File: src/rtl/hazard_ctrl.sv
// Pipeline sequencing controller for the 5-stage core: load-use stall detection,
// branch flush, halt/drain handshake and saturating stall/flush event counters.
module hazard_ctrl #(
   parameter int unsigned REG_W        = 5,
   parameter int unsigned CNT_W        = 32,
   parameter int unsigned DRAIN_CYCLES = 4
) (
   input  logic             clk,
   input  logic             rst_n,
   input  logic             id_valid,
   input  logic [REG_W-1:0] id_rs1,
   input  logic [REG_W-1:0] id_rs2,
   input  logic             id_use_rs1,
   input  logic             id_use_rs2,
   input  logic             ex_valid,
   input  logic             ex_mem_read,
   input  logic [REG_W-1:0] ex_rd,
   input  logic             branch_taken,
   input  logic             halt_req,
   output logic             pc_write,
   output logic             ifid_write,
   output logic             ifid_flush,
   output logic             idex_bubble,
   output logic             exmem_flush,
   output logic             halt_ack,
   output logic [CNT_W-1:0] stall_count,
   output logic [CNT_W-1:0] flush_count
);

   localparam int unsigned DCNT_W = (DRAIN_CYCLES < 2) ? 1 : $clog2(DRAIN_CYCLES);
   localparam logic [DCNT_W-1:0] DrainInit = DCNT_W'(DRAIN_CYCLES - 1);

   typedef enum logic [1:0] {
      StRun    = 2'b00,
      StStall  = 2'b01,
      StDrain  = 2'b10,
      StHalted = 2'b11
   } state_e;

   state_e              state_q, state_d;
   logic [DCNT_W-1:0]   drain_q, drain_d;
   logic                halt_ack_q, halt_ack_d;
   logic [CNT_W-1:0]    stall_cnt_q, stall_cnt_d;
   logic [CNT_W-1:0]    flush_cnt_q, flush_cnt_d;
   logic                stall_inc, flush_inc;
   logic                lu;
   logic                rs1_hit, rs2_hit;

   // Load-use hazard: ID reads a register that the load in EX has not yet produced.
   always_comb begin
      rs1_hit = id_use_rs1 & (id_rs1 == ex_rd);
      rs2_hit = id_use_rs2 & (id_rs2 == ex_rd);
      lu      = id_valid & ex_valid & ex_mem_read & (ex_rd != '0) & (rs1_hit | rs2_hit);
   end

   // Next-state, drain counter and stage-control outputs; branch > halt > load-use.
   always_comb begin
      state_d     = state_q;
      drain_d     = drain_q;
      stall_inc   = 1'b0;
      flush_inc   = 1'b0;
      pc_write    = 1'b1;
      ifid_write  = 1'b1;
      ifid_flush  = 1'b0;
      idex_bubble = 1'b0;
      exmem_flush = 1'b0;

      if (branch_taken) begin
         pc_write    = 1'b1;
         ifid_write  = 1'b1;
         ifid_flush  = 1'b1;
         idex_bubble = 1'b1;
         exmem_flush = 1'b1;
         flush_inc   = 1'b1;
         unique case (state_q)
            StRun, StStall: state_d = StRun;
            // Redirect is absorbed but the drain keeps counting down.
            StDrain: begin
               state_d = StDrain;
               if (drain_q != '0) drain_d = drain_q - 1'b1;
            end
            StHalted: state_d = StHalted;
            default:  state_d = StRun;
         endcase
      end else begin
         unique case (state_q)
            StRun: begin
               if (halt_req) begin
                  pc_write    = 1'b0;
                  ifid_write  = 1'b0;
                  idex_bubble = 1'b1;
                  drain_d     = DrainInit;
                  state_d     = StDrain;
               end else if (lu) begin
                  pc_write    = 1'b0;
                  ifid_write  = 1'b0;
                  idex_bubble = 1'b1;
                  stall_inc   = 1'b1;
                  state_d     = StStall;
               end
            end
            // EX now holds the bubble we inserted, so its load info is stale: no re-stall.
            StStall: begin
               if (halt_req) begin
                  drain_d = DrainInit;
                  state_d = StDrain;
               end else begin
                  state_d = StRun;
               end
            end
            StDrain: begin
               pc_write    = 1'b0;
               ifid_write  = 1'b0;
               idex_bubble = 1'b1;
               if (!halt_req) begin
                  state_d = StRun;
               end else if (drain_q == '0) begin
                  state_d = StHalted;
               end else begin
                  drain_d = drain_q - 1'b1;
               end
            end
            StHalted: begin
               pc_write    = 1'b0;
               ifid_write  = 1'b0;
               idex_bubble = 1'b1;
               if (!halt_req) state_d = StRun;
            end
            default: state_d = StRun;
         endcase
      end

      // Squash the whole pipeline while reset is held.
      if (!rst_n) begin
         pc_write    = 1'b0;
         ifid_write  = 1'b0;
         ifid_flush  = 1'b1;
         idex_bubble = 1'b1;
         exmem_flush = 1'b1;
      end
   end

   // Saturating event counters and registered halt acknowledge.
   always_comb begin
      stall_cnt_d = stall_cnt_q;
      flush_cnt_d = flush_cnt_q;
      if (stall_inc && (stall_cnt_q != '1)) stall_cnt_d = stall_cnt_q + 1'b1;
      if (flush_inc && (flush_cnt_q != '1)) flush_cnt_d = flush_cnt_q + 1'b1;
      halt_ack_d = (state_d == StHalted);
   end

   // State registers with synchronous active-low reset.
   always_ff @(posedge clk) begin
      if (!rst_n) begin
         state_q     <= StRun;
         drain_q     <= '0;
         halt_ack_q  <= 1'b0;
         stall_cnt_q <= '0;
         flush_cnt_q <= '0;
      end else begin
         state_q     <= state_d;
         drain_q     <= drain_d;
         halt_ack_q  <= halt_ack_d;
         stall_cnt_q <= stall_cnt_d;
         flush_cnt_q <= flush_cnt_d;
      end
   end

   assign halt_ack    = halt_ack_q;
   assign stall_count = stall_cnt_q;
   assign flush_count = flush_cnt_q;

endmodule

File: config.mk
export PLATFORM = sky130hd
export DESIGN_NAME = hazard_ctrl
export DESIGN_NICKNAME = d
export VERILOG_FILES = /design/src/rtl/hazard_ctrl.sv
export SDC_FILE = /design/constraint.sdc
export NUM_CORES = 1
export LEC_CHECK = 0
export CAP_MARGIN = 10
export CORE_MARGIN = 10
export CORE_UTILIZATION = 49
export CTS_BUF_LIST = sky130_fd_sc_hd__clkbuf_16
export DETAILED_ROUTE_END_ITERATION = 8
export PLACE_DENSITY_LB_ADDON = 0.25
export SYNTH_ARGS = -nofsm -noshare
export SYNTH_HDL_FRONTEND = slang
export SYNTH_SLANG_ARGS = --single-unit
File: constraint.sdc
create_clock -name clk -period 2.6 [get_ports clk]
set_input_delay 0.39 -clock clk [delete_from_list [all_inputs] [get_ports clk]]
set_output_delay 0.39 -clock clk [all_outputs]
set_load 0.05 [all_outputs]
==> flow_summary_export.csv <==
group,metric,value,unit
setup_path,worstReg2RegEnd,"stall_count[26]$_SDFFE_PN0P_",
setup_path,critPathCaptureType,"primary output",
worst_hold_path,holdPathStages,2,
floorplanning,floorplan.initialDensity,50.4,%
clock_network,clock_tree.root_cell,"clkbuf_16",
status,status,"completed",
power,power_leakage,0.00179,µW
timing,tns,0,ns
route,drt_pre_antenna_iters,4,
floorplanning,rows,31,
setup_path,r2r_cells,6,
clock_network,cts_resized,0,
synth,ys_warn_count,0,
floorplanning,io_pins,94,
floorplanning,fp.coreArea,7250,µm²
clock_network,clock_path_buffers,2,
global_routing,grt.overflow.total,0,
power,ir_worst_vdd,0.314,mV
timing,finClkSkew,0.00763,ns
synth,synth_seq_area_share,37.8,%
synth,syn_area,3660,µm²
synth,synth_nets,450,
timing,period_needed,2.49,ns
worst_hold_path,hold_class,"primary input to register",
floorplanning,die-area,11300,µm²
timing,setup_viol,0,
timing,drv_slew,0,
clock_network,ctsHtreeMaxLevel,3,
global_routing,grt_pass1_wl,15.5,mm
timing,rsz0062_at_grt,"false",
setup_path,criticalPathCategory,"primary input to primary output",
power,comb_power_share,7.4,%
power,p_sw,563,µW
timing,hold_viol,0,
setup_path,r2r_setup_slack,0.33,ns
clock_network,clock_latency,0.33,ns
worst_hold_path,hp-start,"rst_n",
clock_network,cts_buffers,9,
global_routing,antenna_found_initial,1,
synth,ys.flop_type,"dfxtp_1",
global_routing,grt_use_total,16.4,%
run,cap_violations,0,
floorplanning,die_width,106,µm
clock_network,cts_tree,"done",
timing,tightest_slew,0.713,ns
setup_path,startpoint_type,"primary input",
floorplanning,fp.dieH,106,µm
synth,synth_edf_count,0,
synth,async_flop_share,0,%
finish,fin_util,69.1,%
synth,yosys_register_bits,69,
clock_network,cts.sinks,69,
synth,syn_inst,423,
timing,fmax,402,MHz
placed_design,portBuffers,93,
finish,seq_area,1380,µm²
route,vias,3399,
synth,yosysUniqueCellTypes,43,
setup_path,r2r-start,"stall_count[4]$_SDFFE_PN0P_",
route,wl_per_cell,15.4,µm
setup_path,cp.required,2.21,ns
power,seqPwrFrac,43.8,%
timing,maxSlewHeadroom,52.5,%
global_routing,grt_max_degree,82,
placed_design,place_congestion,0.825,
finish,multi_input_area,2170,µm²
finish,layout-drive-gt1-share,8.03,%
route,drcViolationCount,0,
power,internal_power,1890,µW
route,drt_iter0_markers,135,
route,drtAntennaViolNets,0,
clock_network,post_cts_buffers,0,
route,viasPerCell,5.46,
clock_network,clk_pin_slew,0.05,ns
placed_design,post-dp-hpwl,7.14,mm
worst_hold_path,hold_end,"state_q[1]$_SDFF_PN0_",
finish,area_delta_synth_final,37.1,%
route,postRouteWirelength,9.58,mm
finish,final_nets,545,
setup_path,critPathMaxFanout,4,
synth,syn_avg_cell_area,8.65,µm²
power,p_per_area,488,nW/µm²
finish,fillers,586,
setup_path,cp_data_arrival_time,2.10,ns
power,clockPowerShare,48.7,%
global_routing,grt_pass1_vias,3312,
clock_network,cts_hold_buffers,0,
power,switching_share,23.0,%
timing,period_share,95.6,%
## power by group through the flow
| stage | Sequential, µW | Combinational (µW) | Clock [µW] |
|---|---|---|---|
| 4_1_cts | 1070 | 183 | 1210 |
| 6_report | 1070 | 182 | 1190 |
| 3_5_place_dp | 1100 | 182 | 0 |
| 2_1_floorplan | 1110 | 92.8 | 0 |
| 5_1_grt | 1070 | 194 | 1260 |
| 3_3_place_gp | 1100 | 178 | 0 |
## how the worst max path moves through the flow
stage / from / end / slack (ns) / cells past startpoint
floorplan: rst_n / pc_write / 0.15 / 5
global placement: ex_rd[1] / stall_count[21]$_SDFFE_PN0P_ / 0.17 / 8
detailed placement: ex_rd[2] / stall_count[19]$_SDFFE_PN0P_ / 0.05 / 8
CTS: ex_rd[2] / idex_bubble / 0.11 / 8
global route: ex_rd[2] / idex_bubble / 0.002 / 8
finish: ex_rd[2] / idex_bubble / 0.11 / 8
## sequential cells by signal (all words and copies together), names as in the netlist
register and count:
drain_q 2, stall_count 32, halt_ack 1, flush_count 32, state_q 2
## area by class of cell
type	count	area share [%]
diodes	1	0.0499
clock buffers	9	4.49
clock inverters	7	1.32
inverters	7	0.524
multi-input cells	329	43.3
flip-flops and latches	69	27.6
well taps	99	2.47
repair buffers	102	20.3
## through the flow
stage / total power [µW] / std cells / instance area [µm²] / hold slack, ns / setup slack (ns)
floorplan: 1200 / 423 / 3660 / 0.437 / 0.147
global placement: 1270 / 606 / 4720 / 0.457 / 0.172
detailed placement: 1280 / 606 / 4720 / 0.485 / 0.0453
CTS: 2470 / 622 / 5010 / 0.348 / 0.111
global route: 2530 / 622 / 5010 / 0.384 / 0.00187
finish: 2450 / 623 / 5010 / 0.356 / 0.114
## cell usage after synthesis (8+ instances only)
library cell  count  share of area [%]
a21boi_1          8                1.6
nand3_1          23                3.1
and3_1           15                2.6
or3_1            16                2.7
o31ai_1           9                1.8
and2_1           40                6.8
nand2_1          35                3.6
nor2_1           10                1.0
xnor2_1          29                6.9
o21ai_0          24                3.3
a21boi_0         11                2.3
nand4_1          22                3.8
nand2b_1         12                2.1
dfxtp_1          69                 38
clkbuf_1         11                1.1
and4_1            9                2.2
xor2_1           12                2.9
## critical path, cell delays in order
cell             delay [ns]
clkdlybuf4s50_1        0.55
xnor2_1                0.15
nand4_1                0.16
o22ai_4                0.23
a21oi_1                0.09
o21bai_1               0.21
or2_2                  0.18
buf_12                 0.13
## layer usage
metal	GRT usage, %	vias up	wire, µm
met4	7.93	0	221
li1	-	1711	-
met1	17.6	1596	4020
met2	28.5	75	4750
met5	0	-	0
met3	5.25	17	591
## kinds of logic (layout without fill, tap and decap cells)
group | count (synthesis) | in the layout | synth area share [%]
other cells | 0 | 1 | 0
xor+xnor | 41 | 41 | 9.82
flops | 69 | 69 | 37.8
mux | 7 | 7 | 1.95
compound gates | 72 | 72 | 13.3
simple gates | 206 | 206 | 33.2
fa+ha+maj | 3 | 3 | 1.03
buf+inv | 25 | 125 | 3.01
## placed cells by master, fill, tap and decap left out, types with 11 or more instances in the layout
cell,Yosys,layout
buf_4,3,11
and2_1,40,40
xor2_1,12,12
dfxtp_1,69,69
o21ai_0,24,24
clkdlybuf4s50_1,0,87
and3_1,15,15
xnor2_1,29,29
nand3_1,23,23
nand2_1,35,35
nand2b_1,12,12
nand4_1,22,22
or3_1,16,16
Note: power is estimated with default switching activity, not from simulation.
